[src/rtl/control_sequencer.sv]
// rtl/control_sequencer.sv - hardwired Moore control unit for the Mini SRC datapath
module control_sequencer (
   input  logic        clk,
   input  logic        reset_n,
   input  logic [31:0] IR,
   input  logic        CON_FF,
   input  logic        stop,
   output logic        Gra,
   output logic        Grb,
   output logic        Grc,
   output logic        Rin,
   output logic        Rout,
   output logic        BAout,
   output logic        PCout,
   output logic        Zhighout,
   output logic        Zlowout,
   output logic        MDRout,
   output logic        HIout,
   output logic        LOout,
   output logic        Cout,
   output logic        PCin,
   output logic        IncPC,
   output logic        IRin,
   output logic        MARin,
   output logic        MDRin,
   output logic        Yin,
   output logic        Zin,
   output logic        HIin,
   output logic        LOin,
   output logic        CONin,
   output logic        Read,
   output logic        Write,
   output logic [4:0]  alu_op,
   output logic        run
);

   localparam logic [4:0] OP_ADD = 5'b00011;

   typedef enum logic [3:0] {
      S_RESET, S_T0, S_T1, S_T2, S_T3, S_T4, S_T5, S_T6, S_T7, S_HALT
   } state_t;

   state_t     state, state_nx;
   logic [4:0] opcode;
   logic       c_alu, c_imm, c_ldi, c_ld, c_st, c_muldiv, c_negnot;
   logic       c_br, c_jr, c_mfhi, c_mflo, c_halt, c_none, last_step;
   logic       unused_ir_bits;

   assign opcode         = IR[31:27];
   assign unused_ir_bits = ^IR[26:0];

   // Instruction class decode and end-of-instruction detection
   always_comb begin
      c_alu    = (opcode >= 5'b00011) && (opcode <= 5'b01011);
      c_imm    = (opcode >= 5'b01100) && (opcode <= 5'b01110);
      c_ldi    = (opcode == 5'b00001);
      c_ld     = (opcode == 5'b00000);
      c_st     = (opcode == 5'b00010);
      c_muldiv = (opcode == 5'b10000) || (opcode == 5'b01111);
      c_negnot = (opcode == 5'b10001) || (opcode == 5'b10010);
      c_br     = (opcode == 5'b10011);
      c_jr     = (opcode == 5'b10100);
      c_mfhi   = (opcode == 5'b11000);
      c_mflo   = (opcode == 5'b11001);
      c_halt   = (opcode == 5'b11011);
      // nop and every unlisted opcode skip the execute phase entirely
      c_none   = !(c_alu || c_imm || c_ldi || c_ld || c_st || c_muldiv || c_negnot ||
                   c_br || c_jr || c_mfhi || c_mflo || c_halt);
      last_step = 1'b0;
      case (state)
         S_T2:    last_step = c_none;
         S_T3:    last_step = c_jr || c_mfhi || c_mflo;
         S_T4:    last_step = c_negnot;
         S_T5:    last_step = c_alu || c_imm || c_ldi;
         S_T6:    last_step = c_muldiv || c_br;
         S_T7:    last_step = c_ld || c_st;
         default: last_step = 1'b0;
      endcase
   end

   // State register; reset overrides any step, including mid-instruction
   always_ff @(posedge clk) begin
      if (!reset_n) state <= S_RESET;
      else          state <= state_nx;
   end

   // Next-state: advance one step per clock, stop only takes effect at the boundary
   always_comb begin
      state_nx = state;
      if (state == S_T2 && c_halt) begin
         state_nx = S_HALT;
      end else if (last_step) begin
         state_nx = stop ? S_HALT : S_T0;
      end else begin
         case (state)
            S_RESET: state_nx = S_T0;
            S_T0:    state_nx = S_T1;
            S_T1:    state_nx = S_T2;
            S_T2:    state_nx = S_T3;
            S_T3:    state_nx = S_T4;
            S_T4:    state_nx = S_T5;
            S_T5:    state_nx = S_T6;
            S_T6:    state_nx = S_T7;
            S_T7:    state_nx = S_T0;
            default: state_nx = S_HALT;
         endcase
      end
   end

   // Strobe decode from the registered step and the opcode class
   always_comb begin
      Gra = 1'b0; Grb = 1'b0; Grc = 1'b0; Rin = 1'b0; Rout = 1'b0; BAout = 1'b0;
      PCout = 1'b0; Zhighout = 1'b0; Zlowout = 1'b0; MDRout = 1'b0;
      HIout = 1'b0; LOout = 1'b0; Cout = 1'b0;
      PCin = 1'b0; IncPC = 1'b0; IRin = 1'b0; MARin = 1'b0; MDRin = 1'b0;
      Yin = 1'b0; Zin = 1'b0; HIin = 1'b0; LOin = 1'b0; CONin = 1'b0;
      Read = 1'b0; Write = 1'b0; alu_op = 5'b00000;
      run = (state != S_RESET) && (state != S_HALT);
      case (state)
         S_T0: begin PCout = 1'b1; MARin = 1'b1; IncPC = 1'b1; Zin = 1'b1; end
         S_T1: begin Zlowout = 1'b1; PCin = 1'b1; Read = 1'b1; MDRin = 1'b1; end
         S_T2: begin MDRout = 1'b1; IRin = 1'b1; end
         S_T3: begin
            if (c_alu || c_imm) begin Grb = 1'b1; Rout = 1'b1; Yin = 1'b1; end
            else if (c_ldi || c_ld || c_st) begin Grb = 1'b1; BAout = 1'b1; Yin = 1'b1; end
            else if (c_muldiv) begin Gra = 1'b1; Rout = 1'b1; Yin = 1'b1; end
            else if (c_negnot) begin Grb = 1'b1; Rout = 1'b1; Zin = 1'b1; alu_op = opcode; end
            else if (c_br) begin Gra = 1'b1; Rout = 1'b1; CONin = 1'b1; end
            else if (c_jr) begin Gra = 1'b1; Rout = 1'b1; PCin = 1'b1; end
            else if (c_mfhi || c_mflo) begin
               HIout = c_mfhi; LOout = c_mflo; Gra = 1'b1; Rin = 1'b1;
            end
         end
         S_T4: begin
            if (c_alu) begin Grc = 1'b1; Rout = 1'b1; Zin = 1'b1; alu_op = opcode; end
            else if (c_imm) begin Cout = 1'b1; Zin = 1'b1; alu_op = opcode; end
            else if (c_ldi || c_ld || c_st) begin Cout = 1'b1; Zin = 1'b1; alu_op = OP_ADD; end
            else if (c_muldiv) begin Grb = 1'b1; Rout = 1'b1; Zin = 1'b1; alu_op = opcode; end
            else if (c_negnot) begin Zlowout = 1'b1; Gra = 1'b1; Rin = 1'b1; end
            else if (c_br) begin PCout = 1'b1; Yin = 1'b1; end
         end
         S_T5: begin
            if (c_alu || c_imm || c_ldi) begin Zlowout = 1'b1; Gra = 1'b1; Rin = 1'b1; end
            else if (c_ld || c_st) begin Zlowout = 1'b1; MARin = 1'b1; end
            else if (c_muldiv) begin Zlowout = 1'b1; LOin = 1'b1; end
            else if (c_br) begin Cout = 1'b1; Zin = 1'b1; alu_op = OP_ADD; end
         end
         S_T6: begin
            if (c_ld) begin Read = 1'b1; MDRin = 1'b1; end
            else if (c_st) begin Gra = 1'b1; Rout = 1'b1; MDRin = 1'b1; end
            else if (c_muldiv) begin Zhighout = 1'b1; HIin = 1'b1; end
            else if (c_br && CON_FF) begin Zlowout = 1'b1; PCin = 1'b1; end
         end
         S_T7: begin
            if (c_ld) begin MDRout = 1'b1; Gra = 1'b1; Rin = 1'b1; end
            else if (c_st) Write = 1'b1;
         end
         default: ;
      endcase
   end

endmodule

[config.mk]
export PLATFORM = sky130hd
export DESIGN_NAME = control_sequencer
export DESIGN_NICKNAME = d
export VERILOG_FILES = /design/src/rtl/control_sequencer.sv
export SDC_FILE = /design/constraint.sdc
export NUM_CORES = 1
export LEC_CHECK = 0
export CAP_MARGIN = 10
export CELL_PAD_IN_SITES_DETAIL_PLACEMENT = 0
export CELL_PAD_IN_SITES_GLOBAL_PLACEMENT = 1
export CORE_ASPECT_RATIO = 1.1
export CORE_MARGIN = 4
export CORE_UTILIZATION = 23
export DETAILED_ROUTE_END_ITERATION = 12
export PLACE_DENSITY_LB_ADDON = 0.1
export SYNTH_ARGS = -nofsm -noshare
export SYNTH_HDL_FRONTEND = slang
export SYNTH_SLANG_ARGS = --single-unit
[constraint.sdc]
create_clock -name clk -period 2.78 [get_ports clk]
set_clock_uncertainty 0.2 [all_clocks]
set_input_delay 0.417 -clock clk [delete_from_list [all_inputs] [get_ports clk]]
set_output_delay 0.417 -clock clk [all_outputs]
set_load 0.005 [all_outputs]
Word level (Yosys, flattened, before mapping). Memory sizes are Yosys's and may differ from the RTL's. Cells that the tools add are included. W data, S select, Z words.

Register bits: 4. Memory bits (read-only): 64. Input bits: 36. Output and inout bits: 31. Logic and storage cells: 185. Memories: 1.

$lt $le $gt $ge: 4. Eq/ne operators: 20. Multiplexer cells: 128. Bitwise gates (word level): 1. Reductions and logical operators: 29.

Memory list: (no name shown) (depth 16, width 4, read ports 1, clocked after memory_dff 0, wr ports 0, line 95) `case (state)`.

Operator list (count): $mux W1 (97); $eq A5 B5 Y1 const B (8); $mux W5 (8); $logic_or A1 B1 Y1 (20); $eq A4 B3 Y1 const B (4); $pmux W1 S2 (8); $pmux W5 S3 (1); $mux W4 (3); $pmux W1 S4 (3); $le A5 B4 Y1 const B (2); $eq A4 B2 Y1 const B (2); $mux W2 (4); $pmux W1 S3 (2); $pmux W1 S6 (1); $eq A5 B1 Y1 const B (1); $eq A5 B2 Y1 const B (1); $eq A5 B4 Y1 const B (1); $ge A5 B2 Y1 const B (1); $ge A5 B4 Y1 const B (1); $logic_and A1 B1 Y1 (5); $logic_not A5 Y1 (1); $pmux W1 S5 (1); $eq A4 B1 Y1 const B (1); $eq A4 B4 Y1 const B (1); 5 further kinds (5).

Depth between registers and ports, before layout. Gate-level depths: netlist of run 1.

Depth after elaboration: 17. Depth in mapped cells: 7. Gate-level depth less buffers: 7.

Worst setup path after synthesis of run 1. OpenSTA, ideal clock, no wires.

Kind: input-to-output. Start point: in IR[30]. End point: out Read. Data arrival time: 1.655 ns. Required time: 2.163 ns. Slack: 0.508 ns. Stages: 7. Path buffers: 2. Cell sequence: buf_2 > buf_2 > or2_2 > nor3_1 > nand3_1 > o21a_1 > nor2_1.

Longest elaborated chain between the ends: 3.

Ends and longest elaborated chain: start: declaration (line 5) `input logic [31:0] IR,`; $logic_not A5 Y1 (line 57) `c_ld = (opcode == 5'b00000);`; $mux W1 (line 149) `if (c_ld) begin Read = 1'b1; MDRin = 1'b1; end`; $pmux W1 S2 (line 119) `case (state)`; end: declaration (line 31) `output logic Read,`.

Every way passes these cells.

Final worst setup path of run 1.
Start point: reg state[1]. End point: out Rin.

Longest elaborated chain between the ends: 2. Elaborated cells on any way between the ends: 5. Classes of those cells: eq/ne (4); mux (1).

Ends and longest elaborated chain: start: declaration (line 43) `state_t state, state_nx;`; start signal: assignment (line 84) `else state <= state_nx;`; $eq A4 B4 Y1 / $eq A4 B3 Y1 (equally long branches) (line 119); $pmux W1 S4 * (line 119); end: declaration (line 11) `output logic Rin,`.

Every way passes the cells marked *; elsewhere a longest branch is shown, timed or not.

==> summary by stage, run 1 <==
Outcome
The run finished with clean final reports.

Place
The placed instances occupy a cell area of 1690 µm². Input and output buffers added on the ports amount to 39. The worst setup slack before clock tree synthesis is -381 ps. The HPWL after detailed placement is 3050 µm.

The weighted congestion at the end of routability-driven global placement is 0.819.

STA
The maximum operating frequency is 367 MHz. At the pin with the least slew margin, the transition time is 352 ps. The least setup slack across all paths after layout is 52.0 ps.

The final worst-path cycle share is 0.981. Measured against its own limit, the worst slew margin works out to 0.765. Hold is met by 382 ps. The number of failing hold endpoints at the final stage is 0. Setup violations remaining at the end of the flow were counted as 0. Setup repair after global routing could not meet its margin everywhere. The number of max-slew violations in the final report came to 0. The post-layout minimum cycle time is 2730 ps.

Layout
After filler insertion, the fill cell instance count of the layout stands at 438. Ranked by flip-flop count, first place goes to state. The final non-filler cell area is 1970 µm². The largest registers in the layout are state (4).

The area added between synthesis and finish is 93.4%. Of the cells placed in the final design, the portion with a size suffix greater than 1 is 0.393. The layout net count is 272. The count of inserted antenna diode cells is 0. The register with the most flip-flops in the layout has 4 of them.

Synthesis
The total nets after synthesis is 193. The commonest register cell after synthesis is sky130_fd_sc_hd__dfxtp_1. The number of synthesized register bits is 4. The mapped netlist covers 1020 µm².

Counting distinct cell types in the post-synthesis netlist gives 48. The post-synthesis average cell area is 6.71 µm². Yosys printed 0 warnings. The share of synthesized area in the top cell type comes to 0.0785. The sequential-to-total area share from yosys stat is 0.0785. By area the synthesized netlist is led by sky130_fd_sc_hd__dfxtp_1 (7.9%), sky130_fd_sc_hd__nor2_1 (6.6%), sky130_fd_sc_hd__ha_1 (6.1%), sky130_fd_sc_hd__nand2_1 (5.9%), sky130_fd_sc_hd__nor3_1 (5.4%). The async set-reset flop share out of synthesis is 0.

The number of synthesized flops with an enable pin is 0. The biggest area consumer among synthesized cells is sky130_fd_sc_hd__dfxtp_1. The most frequent cell after synthesis is sky130_fd_sc_hd__nor2_1. Synthesis produced 152 cells. After synthesis, the most frequently instantiated cells are sky130_fd_sc_hd__nor2_1 (18), sky130_fd_sc_hd__nand2_1 (16), sky130_fd_sc_hd__nor3_1 (11).

GRT
Entering global routing, the biggest net connects 15 pins. The global router's overall resource usage is 0.152. The number of global-route vias before repair was 1,448. After global routing the overflow that remains totals 0. The initial antenna violation count is 0. The first global-routing pass estimated 6990 µm of wire.

CTS
The cell at the root of the clock tree is sky130_fd_sc_hd__clkbuf_8. The clock transition time at the flip-flop clock pins of the worst setup and hold paths is 30 ps. In this run the deepest clock path goes through 2 buffers.

Clock tree synthesis inserted a total of 3 buffers. In this run the number of H-tree levels came out at 1. TritonCTS built the clock tree. The CTS sink count is 4.

The clock latency at the later pin of the worst-skew pair is 220 ps.

Floorplan
The die area is 5560 µm². The starting density of the core is 0.238. The floorplan core area is 4290 µm². The height of the die is 77.8 µm. The cell row count is 25. The floorplan step set the die width to 71.5 µm.

The I/O pin count is 67.

Routing
Detailed routing inserted a total of 1,409 vias. After detailed routing, the number of vias per cell comes to 4.98. The first-iteration detailed-routing DRC count is 74.

The total DRC errors in the routed layout is 0. The first detailed-routing pass took 4 iterations. Once detail routing completed, the nets flagged for antenna violations numbered 0.

The final wirelength is 4070 µm. The detailed-route wire length per cell is 14.4 µm.

Worst setup path
The worst setup path is captured at an output port. Along the worst path, the maximum fanout reaches 4. The count of buffering cells on the critical path with inverters included is 3. Traced cell by cell, the critical path runs through inv_1 -> ha_2 -> nand3b_1 -> buf_6 -> nor3_4 -> nor3_2 -> nand2_1 -> clkdlybuf4s50_1. The maximum single-stage delay on the critical path is 490 ps. The critical path's top delay family is buffers and inverters. The worst setup path is launched from a flop. The category of the most critical setup path is reg2out.

The slowest cell on the critical path is sky130_fd_sc_hd__clkdlybuf4s50_1. The required time at the endpoint of the critical path is 2160 ps. The data arrival time of the critical path is 2110 ps.

Hold path
The class of the tightest hold or removal check is reg2reg.

Pwr
The maximum VDD drop is 0.307 mV. The power after layout is 0.000430 W. The leakage power summed over all cells is 0.873 nW. The power per unit of standard cell area is 218 nW/µm².

Job
The max-cap check violation count is 0.
[cell usage in the layout, fill, tap and decap left out, drive strengths merged, types with 2 or more instances in the layout]
cell,Yosys,layout
o221ai,3,3
dlygate4sd2,0,7
nor2b,3,3
and3b,2,2
dlymetal6s2s,0,2
nand3b,7,7
and3,2,2
o21ai,8,8
mux2i,5,5
clkdlybuf4s50,0,27
a31oi,5,5
dfxtp,4,4
ha,5,5
and2,3,3
clkbuf,4,6
inv,6,6
nor3,12,12
nor2,18,18
a21oi,3,3
o211ai,2,2
nor4,2,2
nand4,3,3
o22ai,4,4
or3b,3,3
nand3,3,3
or2,4,4
nand2,16,16
buf,9,47
[what timing repair did]
action	CTS	global route
cloned	1	0
setup buffers	2	7
hold buffers	0	0
setup endpoints to repair	22	10
endpoints found under the hold margin	0	0
gates resized for setup	33	24
pin swaps	6	4
[routing by layer]
layer | up-vias | global-route usage | wire length (µm)
met2 | 43 | 0.250 | 2010
met5 | - | 0 | 0
met1 | 647 | 0.201 | 1870
met3 | 4 | 0.0194 | 163
met4 | 0 | 0.0489 | 23
li1 | 715 | - | -
[layout make-up]
type	instances	area [µm²]	share of cell area
multi-input combinational	129	963	0.489
timing repair buffer	87	792	0.402
sequential	4	85.1	0.0431
tap	54	67.6	0.0343
clock buffer	3	41.3	0.0209
inverter	6	22.5	0.0114
[power breakdown]
group	internal [W]	total (W)	switching, W
clock network	0.0000923	0.000122	0.0000298
logic	0.000130	0.000240	0.000110
registers	0.0000630	0.0000683	0.00000533
total	0.000285	0.000430	0.000145
[worst paths after layout]
check / cells past startpoint / slack, ps / startpoint / endpoint
worst min-delay path: 2 / 380 / state[0]$_SDFF_PN0_ / state[0]$_SDFF_PN0_
worst min register to register: 2 / 380 / state[0]$_SDFF_PN0_ / state[0]$_SDFF_PN0_
worst max-delay path: 8 / 50 / state[1]$_SDFF_PP0_ / Rin
worst max register to register: 7 / 480 / state[3]$_SDFF_PN0_ / state[0]$_SDFF_PN0_
[cells by family (layout without fill, tap and decap cells)]
logic type	after synthesis	after routing	synth area share
and+or+nand+nor	82	82	0.443
AOI/OAI and AO/OA	34	34	0.242
buffers and inverters	19	96	0.0908
muxes	6	6	0.0601
adders and majority gates	5	5	0.0613
DFF	4	4	0.0785
xor gates and xnor gates	2	2	0.0245
[metrics by stage]
stage / utilization / setup TNS [ps] / instances
floorplan: - / 0 / 152
global placement: 0.395 / -3330 / 270
detailed placement: 0.395 / -3520 / 270
CTS: 0.434 / -52.1 / 276
global route: 0.460 / -11.6 / 283
finish: 0.460 / 0 / 283
[worst reg2reg max path, stage by stage, from the launching register on]
cell                       delay [ps]
sky130_fd_sc_hd__dfxtp_1          520
sky130_fd_sc_hd__buf_4            230
sky130_fd_sc_hd__nand3b_4         210
sky130_fd_sc_hd__buf_4            140
sky130_fd_sc_hd__o22ai_2           80
sky130_fd_sc_hd__a311oi_2         280
sky130_fd_sc_hd__o211ai_2         150
sky130_fd_sc_hd__o41a_1           370
Power figures use the tool's default switching activity.
==> run 2: changes to the inputs <==
CORE_UTILIZATION = 25   (was 23)
clock period = 3.4 ns   (was 2.78 ns; I/O delays follow)
==> run 2 against run 1 <==
- register-to-register slack improved by 520 ps
- sequential share of layout area is 0.72 points higher
- combinational power fell by 35%
- clock power is 19% lower
- sequential power decreased by 15%
- clock-buffer cell count unchanged
- critical path type is now in2out
==> summary by stage, run 2 (synthesis results as in run 1) <==
CTS
The cell at the root of the clock tree is sky130_fd_sc_hd__clkbuf_8. The number of gates resized after cts is 0. TritonCTS built the clock tree.

The clock latency at the later pin of the worst-skew pair is 220 ps. The maximum buffer depth of the clock tree is 2. The clock transition time at the flip-flop clock pins of the worst setup and hold paths is 30 ps.

The count of hold-fix buffers inserted at cts is 0. Post-CTS timing repair inserted 0 buffers for setup. The level count of the clock H-tree is 1. The CTS sink count is 4. The clock buffer count from CTS is 3.

STA
The worst slew slack as a fraction of its limit is 0.622. The number of max-slew violations in the final report is 0. The maximum operating frequency is 306 MHz. The number of failing hold endpoints at the final stage is 0. After routing, the total negative slack on setup checks comes to 0 ps. The slew at the pin with the worst max-slew slack is 566 ps. The post-layout minimum cycle time is 3260 ps.

Of the available clock period, the critical path in the final layout requires 0.960. Setup violations remaining at the end of the flow were counted as 0. Setup repair after global routing left no endpoint under its margin.

Pwr
Cell internal power was estimated by the tool at 0.000209 W. The switching power as a share of total power is 0.330. The combinational share of power is 0.495. The share of total power in sequential cells is 0.186.

Power spread over the standard cell area amounts to 196 nW/µm². The switching power of the nets is 0.000103 W. The power after layout is 0.000312 W. Of the total power, the clock network draws 0.318.

The maximum VDD drop is 0.204 mV. In this run the static leakage power is 0.615 nW.

Layout
The net count of the finished layout is 241. The share of final-layout standard cells stronger than drive strength 1 is 0.192. The register with the most flip-flops in the layout has 4 of them. Leaving out fill and tap cells, the most frequent cells in the layout are sky130_fd_sc_hd__clkdlybuf4s50_1 (38), sky130_fd_sc_hd__nor2_1 (18), sky130_fd_sc_hd__buf_4 (17). The largest registers in the layout are state (4). The count of inserted antenna diode cells is 0. The commonest non-fill, non-tap cell in the layout is sky130_fd_sc_hd__clkdlybuf4s50_1. The area added between synthesis and finish is 56.0%. At the end of the flow the core is filled with cells to 0.401. The register with the most flip-flops in the final layout is state.

Worst setup path
Among all stages on the critical path, the largest delay is contributed by sky130_fd_sc_hd__or3b_2. The critical path's top delay family is buffers and inverters. The worst setup path is launched from an input pin. The capture instance of the worst register-to-register path is state[0]$_SDFF_PN0_. On the worst path, the slowest cell contributes a delay of 490 ps. The count of cells along the worst register-to-register path is 6.

The count of buffering cells on the critical path with inverters included is 2. Traced cell by cell, the critical path runs through clkdlybuf4s50_1 -> or3b_2 -> nor2_1 -> nand4_1 -> a21oi_2 -> or2_2 -> clkdlybuf4s50_1. The largest fanout on the critical path is 5. Data on the critical path arrives at its endpoint at 2550 ps. In this run the number of cells on the critical path is 7. The worst register-to-register path begins at state[3]$_SDFF_PN0_.

The required time at the endpoint of the critical path is 2690 ps. By instance count, the cell type seen most on the critical path is sky130_fd_sc_hd__clkdlybuf4s50_1. By startpoint and endpoint, the worst setup path is classified as in2out. The endpoint class of the critical path is an output port. The reg-to-reg setup timing slack is 1000 ps.

Outcome
The run finished with clean final reports.

GRT
The number of global-route vias before repair is 1,233. The overflow left after global routing is 0. The initial antenna violation count is 0. For this run, the total global-route usage over all layers was measured as 0.141. Entering global routing, the biggest net connects 28 pins.

The first global-routing pass estimated 5730 µm of wire.

Hold path
For hold timing, the worst endpoint is state[0]$_SDFF_PN0_. The class of the tightest hold or removal check is reg2reg. The hold path startpoint is state[0]$_SDFF_PN0_. Along the worst hold path, the cell count comes to 2.

Place
The count of buffers added on input and output ports is 39. The final HPWL from detailed placement is 2870 µm. The weighted congestion at the end of routability-driven global placement is 0.808.

Floorplan
For this configuration, the core starts out at a cell density of 0.257. The die is 75.0 µm tall. The x dimension of the die is 68.9 µm. The floorplan core area is 3960 µm². 67 I/O pins were placed. The cell row count is 24. The die area is 5170 µm².

Routing
The detailed-route wire length per cell is 13.6 µm. For this run, design rule violations remaining after detail routing come to 0. The first-iteration detailed-routing DRC count is 53. The count of nets left with antenna violations once routing finished came out at 0.

The final wirelength is 3410 µm. The total number of vias is 1,270. After detailed routing, the number of vias per cell comes to 5.08. The number of detailed-route iterations in the first pass is 6.

Job
Across the run, the number of max-cap violations was 0.
==> run 2: changes by cell type in the layout (fill, tap and decap cells not counted), moves of 2 or more <==
cell	previous run	this run
sky130_fd_sc_hd__nor3_4	3	0
sky130_fd_sc_hd__dfxtp_1	2	4
sky130_fd_sc_hd__dlygate4sd2_1	7	0
sky130_fd_sc_hd__clkdlybuf4s50_1	27	38
sky130_fd_sc_hd__clkbuf_2	3	0
sky130_fd_sc_hd__nor2_1	16	18
sky130_fd_sc_hd__buf_4	40	17
sky130_fd_sc_hd__nor3_1	7	9
sky130_fd_sc_hd__buf_6	6	0
==> run 2: tightest hold or removal path, stage by stage, from the launching register on <==
cell                      delay [ps]
sky130_fd_sc_hd__dfxtp_1         330
sky130_fd_sc_hd__inv_1           110
sky130_fd_sc_hd__o41a_1          150
==> run 2: metrics by stage <==
stage                     cells  cell area, µm²  hold slack [ps]  setup slack [ps]
final                       250            1590              424               136
after global routing        250            1590              508              35.7
after CTS                   250            1570              439              72.8
after detailed placement    247            1530              432              88.8
after global placement      247            1530              394              70.8
after floorplan             152            1020              366               942
==> run 2: final cells by class <==
type | count | area (µm²)
clock buffer | 3 | 41.3
tap | 52 | 65.1
multi-input combinational | 129 | 861
inverter | 6 | 22.5
timing repair buffer | 56 | 520
sequential | 4 | 80.1
fill | 447 | 2370
==> run 2: worst max path at each step <==
stage	from	to	slack [ps]
floorplan	IR[30]	Read	940
global placement	IR[30]	Zlowout	70
detailed placement	IR[30]	Zlowout	90
CTS	IR[30]	Zlowout	70
global route	IR[28]	Grb	40
finish	IR[30]	Zlowout	140
==> run 2: power by group through the flow <==
stage          registers (W)  logic (W)  clock network, W
6_report           0.0000581   0.000155         0.0000993
4_1_cts            0.0000582   0.000155          0.000104
3_5_place_dp       0.0000588   0.000154                 0
5_1_grt            0.0000598   0.000170          0.000107
3_3_place_gp       0.0000584   0.000155                 0
2_1_floorplan      0.0000556  0.0000850                 0
==> run 2: per-layer routing <==
metal  vias to the layer above  GRT usage  part of all wire  routed length (µm)
met5                         -          0                 0                   0
met4                         0     0.0476             0.016                  56
met3                         5    0.00597             0.027                  92
met2                        30      0.254              0.51                1740
met1                       587      0.178              0.45                1520
li1                        648          -                 -                   -
==> run 3: changes to the inputs <==
CORE_UTILIZATION = 23   (was 25)
SETUP_SLACK_MARGIN = 0.4   (was not set)
clock period = 3.15 ns   (was 3.4 ns; I/O delays follow)
==> run 3 against run 2 <==
- combinational power increased by 26%
- final area increased by 17%
- global-route usage decreased by 0.36 points
- total power increased by 17%
- sequential share of layout area decreased by 0.66 points
- first-iteration DRC count increased by 38%
- wire length increased by 14%
- clock power increased by 9%
- flip-flop and latch count unchanged
- largest power group unchanged
- highest routed layer unchanged
==> summary by stage, run 3 (synthesis results as in run 1) <==
Worst setup path
In this run the worst path has a maximum fanout of 5. The count of buffering cells on the critical path with inverters included is 3. The largest individual stage delay along the critical path comes from the cell sky130_fd_sc_hd__clkdlybuf4s50_1. STA classifies the critical path endpoint as an output port. At the worst endpoint, the required time is 2480 ps. By startpoint and endpoint, the worst setup path is classified as reg2out. The critical path goes through inv_1 -> ha_1 -> nand3b_1 -> buf_4 -> o22ai_2 -> nand2_1 -> nand2_1 -> clkdlybuf4s50_1. The cell that appears most often on the critical path is sky130_fd_sc_hd__nand2_1. The maximum single-stage delay on the critical path is 490 ps.

The type of origin of the critical path is a flop. Data on the critical path arrives at its endpoint at 2080 ps. The critical path's top delay family is buffers and inverters.

Hold path
The class of the tightest hold or removal check is reg2reg.

Layout
The register with the most flip-flops in the layout has 4 of them. The commonest non-fill, non-tap cell in the layout is sky130_fd_sc_hd__buf_4. The net count of the finished layout is 258. The area growth from synthesis to layout is 82.2%. More flip-flops sit in one register than any other, and that register is state.

In the layout the commonest cells are sky130_fd_sc_hd__buf_4 (28), sky130_fd_sc_hd__dlygate4sd2_1 (15), sky130_fd_sc_hd__nor2_1 (14), sky130_fd_sc_hd__nand2_1 (14), sky130_fd_sc_hd__clkdlybuf4s50_1 (13). The number of antenna diodes in the final layout is 0. In the final layout, the registers with the most flip-flops are state (4). The share of final-layout standard cells stronger than drive strength 1 is 0.381.

CTS
Counting every sink on the clock net gives 4. The CTS tree is yes. After clock tree synthesis, the clock-pin slew on the worst setup and hold paths is 30 ps.

The maximum buffer depth of the clock tree is 2. The count of hold-fix buffers inserted at cts is 0. The level count of the clock H-tree is 1. The clock buffer count from CTS is 3. The clock latency at the later pin of the worst-skew pair is 220 ps. The cell sitting at the root of the clock tree is a sky130_fd_sc_hd__clkbuf_8.

STA
The worst pin sits at a relative slew slack of 0.763. Setup violations remaining at the end of the flow were counted as 0. The slew at the pin with the worst max-slew slack is 355 ps. In the finished design, the share of the clock period the worst path needs comes to 0.875. The number of failing hold endpoints at the final stage is 0. Static timing analysis puts the maximum clock frequency at 363 MHz.

Summed over all failing endpoints, the final setup total negative slack is 0 ps. Subtracting the final worst setup slack from the clock period gives 2760 ps. The post-route worst hold slack is 372 ps.

Setup repair after global routing could not meet its margin everywhere. The number of max-slew violations in the final report is 0.

Pwr
The switching power as a share of total power is 0.352. Across the VDD grid, the largest voltage drop is 0.174 mV. The switching power of the nets is 0.000128 W. Of the total power, registers draw 0.166. The power per unit of standard cell area is 196 nW/µm².

The leakage power summed over all cells is 0.896 nW. The share of total power dissipated in combinational logic is 0.538. The internal power contribution is 0.000236 W. The share of total power dissipated in the clock network is 0.296.

Floorplan
In this run the core area contains 25 standard-cell rows. For this configuration, the core starts out at a cell density of 0.238. The I/O pin count is 67. The floorplan core area is 4290 µm². From bottom edge to top edge, the die measures 77.8 µm.

The die covers 5560 µm². The x dimension of the die is 71.5 µm.

GRT
Entering global routing, the biggest net connects 28 pins. The initial antenna violation count is 0. The first global-routing pass estimated 6370 µm of wire. The number of global-route vias before repair came to 1,335.

The global router's overall resource usage is 0.138. The overflow left after global routing is 0.

Job
The tool flagged a number of max-cap violations equal to 0.

Routing
The number of detailed-route iterations in the first pass is 4. In the routed design, unresolved DRC markers number 0. The number of routed nets with antenna violations is 0. The detailed-route wire length per cell is 14.4 µm. The routed via count divided by cell count is 5.06. The first-iteration detailed-routing DRC count is 73. The total number of vias is 1,360. The final layout contains routed wiring with a total length of 3880 µm.

Place
Once detailed placement completed, the half-perimeter wirelength came to 3020 µm. The weighted congestion at the end of routability-driven global placement is 0.903. During placement, the flow inserted port buffers numbering 39.

Outcome
The flow ran to the end, and the final reports show no timing, DRC or antenna violations.
-- run 3: power groups by stage --
stage / registers, W / clock network [W] / logic, W
2_1_floorplan: 0.0000600 / 0 / 0.0000918
3_3_place_gp: 0.0000603 / 0 / 0.000181
3_5_place_dp: 0.0000605 / 0 / 0.000182
4_1_cts: 0.0000601 / 0.000110 / 0.000188
5_1_grt: 0.0000611 / 0.000116 / 0.000214
6_report: 0.0000604 / 0.000108 / 0.000196
-- run 3: layout make-up --
cell class,instances,area [µm²]
Fill cell,466,2430
Multi-Input combinational cell,129,1000
Timing Repair Buffer,73,646
Sequential cell,4,81.3
Tap cell,54,67.6
Clock buffer,3,41.3
Inverter,6,22.5
-- run 3: per-stage QoR --
step / area [µm²] / util / instances / worst slack [ps] / total power [W]
after floorplan: 1020 / - / 152 / 767 / 0.000152
after global placement: 1610 / 0.376 / 259 / -165 / 0.000241
after detailed placement: 1610 / 0.376 / 259 / -128 / 0.000243
after CTS: 1760 / 0.410 / 264 / 190 / 0.000359
after global routing: 1860 / 0.434 / 269 / 218 / 0.000391
final: 1860 / 0.434 / 269 / 395 / 0.000364
-- run 3: path summary, 6_finish.rpt --
path                            cells past startpoint                  end           startpoint  slack [ps]
worst max register to register                      9  state[0]$_SDFF_PN0_  state[1]$_SDFF_PP0_         820
worst min-delay path                                2  state[0]$_SDFF_PN0_  state[0]$_SDFF_PN0_         370
worst max-delay path                                8            alu_op[1]  state[1]$_SDFF_PP0_         390
worst min register to register                      2  state[0]$_SDFF_PN0_  state[0]$_SDFF_PN0_         370
-- run 3: tightest hold or removal path: stages (launching register included) --
cell                      delay, ps
sky130_fd_sc_hd__dfxtp_2        330
sky130_fd_sc_hd__inv_2           70
sky130_fd_sc_hd__o41a_1         140
-- run 3: what timing repair did --
action / in CTS / in global routing
cloned: 0 / 0
setup buffers: 2 / 5
endpoints found under the setup margin: 27 / 20
resized for setup: 54 / 27
pin swaps: 8 / 13
-- run 3: per-layer routing --
layer	GRT usage	wire length, µm	vias to the layer above
met1	0.176	1780	634
li1	-	-	681
met2	0.234	1870	41
met4	0.0395	38	0
met3	0.0220	191	4
met5	0	0	-
